==> src/rtl/disp_pkg.sv <==
// Shared constants and helpers for the seven-segment display scheduler.
// The optional leading-zero blanking in display_scheduler is enabled by LEADING_BLANK_EN.
package disp_pkg;

  typedef logic [2:0] state_t;

  localparam state_t IDLE = 3'd0;
  localparam state_t LOAD = 3'd1;
  localparam state_t CONV = 3'd2;
  localparam state_t DONE = 3'd3;
  localparam state_t WAIT = 3'd4;

  localparam logic [3:0] BCD_BLANK = 4'hF;
  localparam int NDIG     = 8;
  localparam int ACC_DIG  = 10;
  localparam int CONV_CYC = 32;

  // Double-dabble correction: every BCD digit of 5 or more gets +3 before the shift.
  function automatic logic [39:0] bcd_add3(input logic [39:0] acc);
    logic [39:0] res;
    res = acc;
    for (int d = 0; d < ACC_DIG; d++) begin
      if (acc[4*d +: 4] >= 4'd5) begin
        res[4*d +: 4] = acc[4*d +: 4] + 4'd3;
      end else begin
        res[4*d +: 4] = acc[4*d +: 4];
      end
    end
    return res;
  endfunction

endpackage

==> src/rtl/bcd_dabble_core.sv <==
// Iterative binary-to-BCD engine: one shift-add-3 step per cycle over a 32-bit operand.
// done flags the final iteration so the caller sees the finished acc on the next cycle.
module bcd_dabble_core
  import disp_pkg::*;
(
  input  logic        clk,
  input  logic        rst,
  input  logic        start,
  input  logic [31:0] value,
  output logic        busy,
  output logic        done,
  output logic [39:0] acc
);

  logic [31:0] shreg_q, shreg_d;
  logic [39:0] acc_q, acc_d;
  logic [4:0]  iter_q, iter_d;
  logic        busy_q, busy_d;
  logic [39:0] adj_s;
  logic        last_s;

  assign last_s = busy_q && (iter_q == 5'(CONV_CYC - 1));

  // Next-state for the shift register, BCD accumulator and iteration counter.
  always_comb begin
    adj_s   = bcd_add3(acc_q);
    shreg_d = shreg_q;
    acc_d   = acc_q;
    iter_d  = iter_q;
    busy_d  = busy_q;
    if (start) begin
      shreg_d = value;
      acc_d   = 40'd0;
      iter_d  = 5'd0;
      busy_d  = 1'b1;
    end else if (busy_q) begin
      acc_d   = {adj_s[38:0], shreg_q[31]};
      shreg_d = {shreg_q[30:0], 1'b0};
      iter_d  = iter_q + 5'd1;
      if (last_s) begin
        busy_d = 1'b0;
      end else begin
        busy_d = 1'b1;
      end
    end else begin
      busy_d = 1'b0;
    end
  end

  // Engine state registers.
  always_ff @(posedge clk) begin
    if (rst) begin
      shreg_q <= 32'd0;
      acc_q   <= 40'd0;
      iter_q  <= 5'd0;
      busy_q  <= 1'b0;
    end else begin
      shreg_q <= shreg_d;
      acc_q   <= acc_d;
      iter_q  <= iter_d;
      busy_q  <= busy_d;
    end
  end

  assign busy = busy_q;
  assign done = last_s;
  assign acc  = acc_q;

endmodule

==> src/rtl/display_scheduler.sv <==
// Selects one of NSRC 32-bit sources (manual or timed round-robin), converts it to signed BCD
// and publishes stable digits. Define LEADING_BLANK_EN to blank leading zero digits as 4'hF.
module display_scheduler
  import disp_pkg::*;
#(
  parameter int NSRC   = 4,
  parameter int DWELL  = 50_000_000,
  parameter bit SIGNED = 1'b1,
  localparam int SW    = $clog2(NSRC)
) (
  input  logic              clk,
  input  logic              rst,
  input  logic [NSRC*32-1:0] src_data,
  input  logic [NSRC-1:0]   src_valid,
  input  logic              auto_mode,
  input  logic [SW-1:0]     man_sel,
  input  logic              hold,
  output logic [31:0]       bcd,
  output logic              neg,
  output logic              ovf,
  output logic [SW-1:0]     cur_sel,
  output logic              upd,
  output logic              busy
);

  state_t        state_q, state_d;
  logic [31:0]   cnt_q, cnt_d;
  logic [SW-1:0] cand_q, cand_d;
  logic [SW-1:0] sel_q, sel_d;
  logic          neg_pend_q, neg_pend_d;
  logic [31:0]   bcd_q, bcd_d;
  logic          neg_q, neg_d;
  logic          ovf_q, ovf_d;
  logic [SW-1:0] cur_sel_q, cur_sel_d;
  logic          upd_q, upd_d;
  logic          busy_q, busy_d;

  logic [SW-1:0] man_clamp_s, rr_next_s, load_sel_s;
  logic [31:0]   load_word_s, load_mag_s;
  logic          load_neg_s, start_s;
  logic          core_busy_s, core_done_s, acc_ovf_s;
  logic [39:0]   core_acc_s;
  logic [31:0]   disp_bcd_s;

  // Source selection for the capture cycle, including out-of-range manual clamp.
  always_comb begin
    if (32'(man_sel) >= 32'(NSRC)) begin
      man_clamp_s = SW'(NSRC - 1);
    end else begin
      man_clamp_s = man_sel;
    end
    if (auto_mode) begin
      load_sel_s = cand_q;
    end else begin
      load_sel_s = man_clamp_s;
    end
    load_word_s = src_data[32*int'(load_sel_s) +: 32];
    if (SIGNED && load_word_s[31]) begin
      load_mag_s = ~load_word_s + 32'd1;
      load_neg_s = 1'b1;
    end else begin
      load_mag_s = load_word_s;
      load_neg_s = 1'b0;
    end
  end

  // Round-robin: first valid source after cur_sel, wrapping; the last probe is cur_sel itself.
  always_comb begin : rr_scan
    logic          found;
    logic [SW-1:0] idx;
    rr_next_s = cur_sel_q;
    found     = 1'b0;
    for (int i = 1; i <= NSRC; i++) begin
      idx = SW'((int'(cur_sel_q) + i) % NSRC);
      if (!found && src_valid[idx]) begin
        rr_next_s = idx;
        found     = 1'b1;
      end else begin
        found     = found;
      end
    end
  end

  bcd_dabble_core u_core (
    .clk   (clk),
    .rst   (rst),
    .start (start_s),
    .value (load_mag_s),
    .busy  (core_busy_s),
    .done  (core_done_s),
    .acc   (core_acc_s)
  );

  assign acc_ovf_s = |core_acc_s[39:32];

`ifdef LEADING_BLANK_EN
  // Blank every zero digit above the most significant nonzero one; never the units digit.
  always_comb begin : blank_scan
    logic lead;
    disp_bcd_s = core_acc_s[4*NDIG-1:0];
    lead       = !acc_ovf_s;
    for (int d = NDIG - 1; d >= 1; d--) begin
      if (lead && (core_acc_s[4*d +: 4] == 4'd0)) begin
        disp_bcd_s[4*d +: 4] = BCD_BLANK;
      end else begin
        lead = 1'b0;
      end
    end
  end
`else
  assign disp_bcd_s = core_acc_s[4*NDIG-1:0];
`endif

  // Scheduler FSM, dwell timer and output register next-state.
  always_comb begin
    state_d    = state_q;
    cnt_d      = cnt_q;
    cand_d     = cand_q;
    sel_d      = sel_q;
    neg_pend_d = neg_pend_q;
    bcd_d      = bcd_q;
    neg_d      = neg_q;
    ovf_d      = ovf_q;
    cur_sel_d  = cur_sel_q;
    upd_d      = 1'b0;
    start_s    = 1'b0;
    case (state_q)
      IDLE: state_d = LOAD;
      LOAD: begin
        start_s    = 1'b1;
        sel_d      = load_sel_s;
        neg_pend_d = load_neg_s;
        state_d    = CONV;
      end
      CONV: begin
        if (core_done_s) begin
          state_d = DONE;
        end else if (!core_busy_s) begin
          state_d = LOAD;
        end else begin
          state_d = CONV;
        end
      end
      DONE: begin
        bcd_d     = disp_bcd_s;
        neg_d     = neg_pend_q;
        ovf_d     = acc_ovf_s;
        cur_sel_d = sel_q;
        upd_d     = 1'b1;
        cnt_d     = 32'd0;
        state_d   = WAIT;
      end
      WAIT: begin
        if (hold) begin
          cnt_d = cnt_q;
        end else if (cnt_q + 32'd1 >= 32'(DWELL)) begin
          cnt_d   = 32'd0;
          state_d = LOAD;
          if (auto_mode) begin
            cand_d = rr_next_s;
          end else begin
            cand_d = cand_q;
          end
        end else begin
          cnt_d = cnt_q + 32'd1;
        end
      end
      default: state_d = IDLE;
    endcase
    busy_d = (state_d == LOAD) || (state_d == CONV) || (state_d == DONE);
  end

  // Scheduler state and registered outputs.
  always_ff @(posedge clk) begin
    if (rst) begin
      state_q    <= IDLE;
      cnt_q      <= 32'd0;
      cand_q     <= '0;
      sel_q      <= '0;
      neg_pend_q <= 1'b0;
      bcd_q      <= 32'd0;
      neg_q      <= 1'b0;
      ovf_q      <= 1'b0;
      cur_sel_q  <= '0;
      upd_q      <= 1'b0;
      busy_q     <= 1'b0;
    end else begin
      state_q    <= state_d;
      cnt_q      <= cnt_d;
      cand_q     <= cand_d;
      sel_q      <= sel_d;
      neg_pend_q <= neg_pend_d;
      bcd_q      <= bcd_d;
      neg_q      <= neg_d;
      ovf_q      <= ovf_d;
      cur_sel_q  <= cur_sel_d;
      upd_q      <= upd_d;
      busy_q     <= busy_d;
    end
  end

  assign bcd     = bcd_q;
  assign neg     = neg_q;
  assign ovf     = ovf_q;
  assign cur_sel = cur_sel_q;
  assign upd     = upd_q;
  assign busy    = busy_q;

endmodule

==> config.mk <==
export PLATFORM = sky130hd
export DESIGN_NAME = display_scheduler
export DESIGN_NICKNAME = d
export VERILOG_FILES = /design/src/rtl/disp_pkg.sv /design/src/rtl/bcd_dabble_core.sv /design/src/rtl/display_scheduler.sv
export SDC_FILE = /design/constraint.sdc
export NUM_CORES = 1
export LEC_CHECK = 0
export CAP_MARGIN = 0
export CORE_MARGIN = 8
export CORE_UTILIZATION = 58
export CTS_CLUSTER_SIZE = 30
export DETAILED_ROUTE_END_ITERATION = 12
export PLACE_DENSITY = 0.87
export SYNTH_ARGS = -nofsm -noshare
export SYNTH_HDL_FRONTEND = slang
export SYNTH_HIERARCHICAL = 1
export SYNTH_SLANG_ARGS = --single-unit
==> constraint.sdc <==
create_clock -name clk -period 6.4 [get_ports clk]
set_input_delay 1.92 -clock clk [delete_from_list [all_inputs] [get_ports clk]]
set_output_delay 1.92 -clock clk [all_outputs]
set_load 0.02 [all_outputs]
==> metrics.md <==
| Metric | Value |
|---|---|
| Status | finished clean |
| Area share of the leading cell type in the synthesized netlist | 0.323 |
| Final setup vio count | 0 |
| Fmax | around 180 MHz |
| Initial antenna violation count | 0 |
| Cell row count | 47 |
| Final slew viol count | 0 |
| Chip Width | approximately 150 um |
| Input/output buffers | roughly 180 |
| Worst hold path stage count | 2 |
| Final Routed Wirelength | 25.5 mm |
| CTS tree | built |
| First-pass GRT wire length | between 40 and 50 mm |
| Initial DRC Count | 642 |
| Buffer count from post-CTS setup fixing | 0 |
| Bufs on Longest Clock Path | 2 |
| ANT nets after route | 0 |
| Register area share after synthesis | 0.323 |
| Hold Path End | bcd[13]$_SDFFE_PP0P_ |
| Reg-to-reg slack, setup | about 2800 ps |
| Clk sinks | ~160 |
| Remaining DRCs | 0 |
| Mapped Nets | approximately 1300 |
| Comb pwr share | 0.193 |
| Tightest Hold Check Type | reg -> reg |
| FF-to-FF End | u_core/shreg_q[21]$_SDFFE_PP0P_ |
| Most common cell after layout, fill and taps aside | clkdlybuf4s50_1 |
| DR pass1 iterations | 5 |
| Crit-path max FO | 26 |
| Routed length per placed instance | 17.0 um |
| Starting density of the core | 0.588 |
| Post-synth EDFFs | 0 |
| MaxCap Viol Count | 0 |
| Vias | approximately 9100 |
| Vias in the first global route | between 9000 and 10000 |
| P&R area growth vs syn | 25.3% |
| Worst Skew | around 4.7 ps |
| Hold path start | bcd[13]$_SDFFE_PP0P_ |
| Synth cell types | 72 |
| Kind of critical path | in -> reg |
| Worst hold slack | roughly 450 ps |
| Maximum vdd drop | ~170 uV |
| CP Capture Type | flip-flop |
| Mapped Cells | approximately 1100 |
| Antenna cells | 0 |
| Nets@finish | ~1400 |
| Cell Area, Synth | 9660 um^2 |
| Fill count | between 1000 and 1500 |
| H-tree depth | 4 |
| Share of post-route cells with drive strength above 1 | 0.111 |
| Cts repair resizes | 0 |
| Final Hold Vio Count | 0 |
| CTS Root Cell | clkbuf_16 |
| Max-Slew Margin vs Limit | 0.392 |
| Ys Warns | 6 |
| Gp weighted congestion | approximately 0.9 |
| Placeable Area | about 16000 um^2 |
| Post-DP HPWL | between 15 and 20 mm |
| Syn_area_per_cell | approximately 8.5 um^2 |
| Slew @ Worst Pin | 912 ps |
| Vias per Instance | roughly 6 |
| IO Count | 176 |
| TritonCTS buffer count | 17 |
| Clock-pin slew on the worst setup and hold paths | 60 ps |
| CP required | roughly 6700 ps |
| Power Dens Cells | between 200 and 250 nW/um^2 |
| Startpoint Class | input port |
| GRT Resource Usage Total | 0.238 |
| Sequential share of power | 0.406 |
| Sw frac | 0.263 |
| Worst-Skew Late Latency | 430 ps |
| Switching pwr | about 0.00069 W |
| TNS Setup | 0 ps |
| CP arrival | 5890 ps |
| Biggest area consumer among synthesized cells | dfxtp_1 |
| Seq cells post-synth | between 150 and 200 |
| P_int | 0.00193 W |
| CTS Hold Buffers Added | 0 |
| Reg area | roughly 3100 um^2 |
| Pleak | between 4 and 5 nW |
| Primary FF master, synth | dfxtp_1 |
| Commonest non-fill, non-tap cells in the layout | clkdlybuf4s50_1, dfxtp_1, nand2_1, nor2_1, a21oi_1 |
| Die ar. | between 20000 and 25000 um^2 |
| Die Y-Extent | about 150 um |
| Final period util | 0.873 |
| RSZ-0062 raised after global routing | no |
| Top cells by area, synth | dfxtp_1, mux4_2, nand2_1 |
| Gr ovfl total | 0 |
| Post-layout min period | roughly 5600 ps |
| Async set-or-reset flop fraction in the synthesized netlist | 0 |
| R2R depth | 11 |
| Clock share of power | 0.401 |
| Largest net degree at the start of global routing | between 100 and 150 |
| RR Startpoint | cand_q[0]$_SDFFE_PP0P_ |
| Multi-input gate area | ~6100 um^2 |
## Yosys cell counts, types with 8 or more instances
cell      count
a31oi_1      20
and3_1        9
nor2b_1      13
ha_1         24
nor2_1       85
or3b_2        9
nand2b_1     19
mux2i_1      46
xnor2_1      27
o211ai_1     14
xor2_1       15
nand4_1      15
nand3b_1      8
dfxtp_1     156
a2111o_1     13
nand3_1      47
buf_2        28
mux2_2       32
or3_1        13
o21a_1        8
a21oi_1      79
or4_1        11
a211oi_1      8
mux4_2       29
nand2_1     154
o21ai_0      56
inv_1        39
clkbuf_1     31
nor3_1       15
and2_1       11
## critical path: stages
cell	delay (ps)
clkdlybuf4s50_1	630
mux2i_4	430
buf_12	270
mux4_2	600
nor4_2	410
nand2_1	190
nor3_1	510
nand2_1	270
o21ai_0	300
xnor2_1	120
mux2i_1	170
nor2_1	60
## routing by layer
| layer | track usage | routed length [um] | up-vias |
|---|---|---|---|
| li1 | - | - | 4384 |
| met1 | 0.260 | 10000 | 4257 |
| met4 | 0.103 | 751 | 0 |
| met2 | 0.416 | 12800 | 361 |
| met5 | 0 | 0 | - |
| met3 | 0.0771 | 1970 | 63 |
## registers in the layout, indices dropped and copies added (netlist names), 2 cells and up
| signal | count |
|---|---|
| u_core/shreg_q | 32 |
| bcd | 32 |
| cur_sel | 2 |
| cand_q | 2 |
| state_q | 3 |
| u_core/iter_q | 5 |
| u_core/acc | 40 |
| cnt_q | 32 |
| sel_q | 2 |
## worst max path at each step
| stage | startpoint | endpoint | depth (start not counted) |
|---|---|---|---|
| after floorplan | auto_mode | u_core/shreg_q[28]$_SDFFE_PP0P_ | 13 |
| after global placement | auto_mode | u_core/shreg_q[28]$_SDFFE_PP0P_ | 11 |
| after detailed placement | auto_mode | u_core/shreg_q[24]$_SDFFE_PP0P_ | 11 |
| after CTS | auto_mode | u_core/shreg_q[24]$_SDFFE_PP0P_ | 11 |
| after global routing | auto_mode | u_core/shreg_q[21]$_SDFFE_PP0P_ | 12 |
| final | auto_mode | u_core/shreg_q[21]$_SDFFE_PP0P_ | 12 |
## kinds of logic after synthesis
group | share of synthesized area
mux | 0.155
simple gates | 0.234
buf+inv | 0.0526
xor+xnor | 0.0381
fa+ha+maj | 0.0311
flops | 0.323
compound gates | 0.166
## metrics by stage
| step | instance area [um^2] | util | power (W) | cells | worst slack (ps) |
|---|---|---|---|---|---|
| after global routing | 12100 | 0.738 | 0.00273 | 1504 | 614 |
| after detailed placement | 11500 | 0.700 | 0.00158 | 1472 | 434 |
| final | 12100 | 0.738 | 0.00263 | 1504 | 815 |
| after global placement | 11500 | 0.700 | 0.00156 | 1472 | 572 |
| after CTS | 12100 | 0.738 | 0.00264 | 1504 | 884 |
| after floorplan | 9660 | - | 0.00142 | 1137 | 1460 |
## final cells by class
type                    count  area share
multi-input cells         868       0.501
flip-flops and latches    156       0.258
repair buffers            189       0.154
clock buffers              22      0.0401
well taps                 220      0.0227
inverters                  39      0.0121
clock inverters            10      0.0112
## power by group through the flow
stage,Clock [W],Sequential [W],Combinational [W]
after floorplan,0,0.00107,0.000353
after CTS,0.00107,0.00107,0.000504
after global routing,0.00111,0.00107,0.000549
final,0.00105,0.00107,0.000508
after global placement,0,0.00108,0.000478
after detailed placement,0,0.00109,0.000498
(Power assumes the default switching activity.)
==> variant (config.mk and constraints unchanged) <==
Take the reset off `shreg_q` and load it in a clocked block of its own.
--- a/src/rtl/bcd_dabble_core.sv
+++ b/src/rtl/bcd_dabble_core.sv
@@ -52,3 +52,2 @@
     if (rst) begin
-      shreg_q <= 32'd0;
       acc_q   <= 40'd0;
@@ -57,3 +56,2 @@
     end else begin
-      shreg_q <= shreg_d;
       acc_q   <= acc_d;
@@ -62,2 +60,6 @@
     end
+  end
+
+  always_ff @(posedge clk) begin
+    shreg_q <= shreg_d;
   end
Check against the original RTL: no difference found for any inputs over 10 cycles, from zero or initial values and one cycle with rst high; that may be too few to reach the edited logic, so the function may still have changed.
==> variant against the original RTL <==
Sequential cell count unchanged. Critical path depth down 2. Total power up 2.3%. Final area down 0.89%. Synthesized area down 1.3%. Highest routed layer unchanged. Maximum frequency down 4.2%. Register-to-register slack worse by 380 ps. Setup slack worse by 240 ps. Routed wire length down 2.3%.
==> variant: results (changes against the original RTL) <==
metric;value;unit;change
status;finished clean;;unchanged
R2R cell count;8;;was 11
hpwl dp;18.3;mm;about the same
clock skew;8.33;ps;was 4.67 ps
vias in the first global route;8483;;was 9,060
largest net degree at the start of global routing;107;;was 105
Seq/Total Area, Yosys;36.1;%;was 32.3%
worst-margin pin slew;1220;ps;was 912 ps
# nets final;1374;;was 1,433
first-pass GRT wire length;40.3;mm;was 42.7 mm
worst hold path depth;2;;unchanged
Netlist cell types;73;;was 72
syn avg cell area;8.89;um2;was 8.49 um2
initial detailed-routing violation count;564;;was 642
Leak Pwr;0.00399;uW;was 0.00416 uW
ys flop type;dfxtp_1;;unchanged
crit path max fanout;30;;was 26
synth cell count leaders;nand2_1 (153), dfxtp_1 (124), a21oi_1 (78);;was dfxtp_1 (156), nand2_1 (154), nor2_1 (85)
top post-synthesis cells by area;dfxtp_1 (26%), edfxtp_1 (10%), mux4_2 (6.9%);;was dfxtp_1 (32%), mux4_2 (6.8%), nand2_1 (6.0%)
GRT Overall Usage;24.2;%;was 23.8%
share of layout cells above drive strength 1;11.5;%;was 11.1%
VDD IR max;0.165;mV;was 0.173 mV
P_int;1990;uW;was 1930 uW
Post-Place Setup Slack;161;ps;was 434 ps
drt wl/cell;17.3;um;was 17.0 um
[variant: cell types whose count changed in the layout (fill, tap and decap cells not counted), moves of 2 or more]
cell,change
clkinv_1,+2
clkinv_2,-2
o21ai_1,+2
mux2i_1,-31
o21ai_0,-2
dfxtp_1,-32
edfxtp_1,+32
nor2_1,-30
[variant: layout make-up]
| type | count | area, um2 | share of cell area, % |
|---|---|---|---|
| tap | 220 | 275 | 2.30 |
| multi-input combinational | 808 | 5650 | 47.1 |
| inverter | 40 | 150 | 1.25 |
| clock inverter | 11 | 140 | 1.17 |
| sequential | 156 | 3440 | 28.7 |
| clock buffer | 20 | 468 | 3.90 |
| timing repair buffer | 189 | 1860 | 15.5 |
[variant: logic make-up after synthesis]
logic type	Yosys count	share of synthesized area, %
simple gates	420	22.5
xor+xnor	42	3.86
compound gates	245	16.8
fa+ha+maj	24	3.15
mux	77	12.5
flops	156	36.1
buf+inv	108	5.05
[variant: final timing paths]
kind	startpoint	end	slack, ps
worst max-delay path	auto_mode	u_core/shreg_q[28]	570
worst min-delay path	bcd[16]	bcd[16]	450
worst max register to register	cnt_q[9]	cnt_q[21]	2370
worst min register to register	bcd[16]	bcd[16]	450
[variant: through the flow]
step	util, %	area (um2)
finish	73.4	12000
global route	73.4	12000
CTS	73.4	12000
detailed placement	69.6	11400
global placement	69.6	11400
floorplan	-	9530
[variant: power by group through the flow]
| stage | combinational (uW) | clock, uW | sequential [uW] |
|---|---|---|---|
| 6_report | 505 | 1040 | 1140 |
| 4_1_cts | 501 | 1060 | 1140 |
| 2_1_floorplan | 338 | 0 | 1140 |
| 3_5_place_dp | 498 | 0 | 1160 |
| 5_1_grt | 546 | 1100 | 1150 |
| 3_3_place_gp | 476 | 0 | 1160 |
[variant: metal layers]
layer,vias up,global-route usage (%),wire length [um]
li1,4204,-,-
met1,4059,26.5,9870
met2,313,41.8,12300
met3,58,6.90,1840
met4,0,12.8,953
met5,-,0,0
[variant: worst max-delay path: stages]
cell and delay (ps):
clkdlybuf4s50_1 620, mux2i_4 470, buf_12 280, mux4_2 600, nor4_2 400, nand2_1 200
or4b_1 770, o31ai_1 340, xnor2_1 110, mux2_2 260
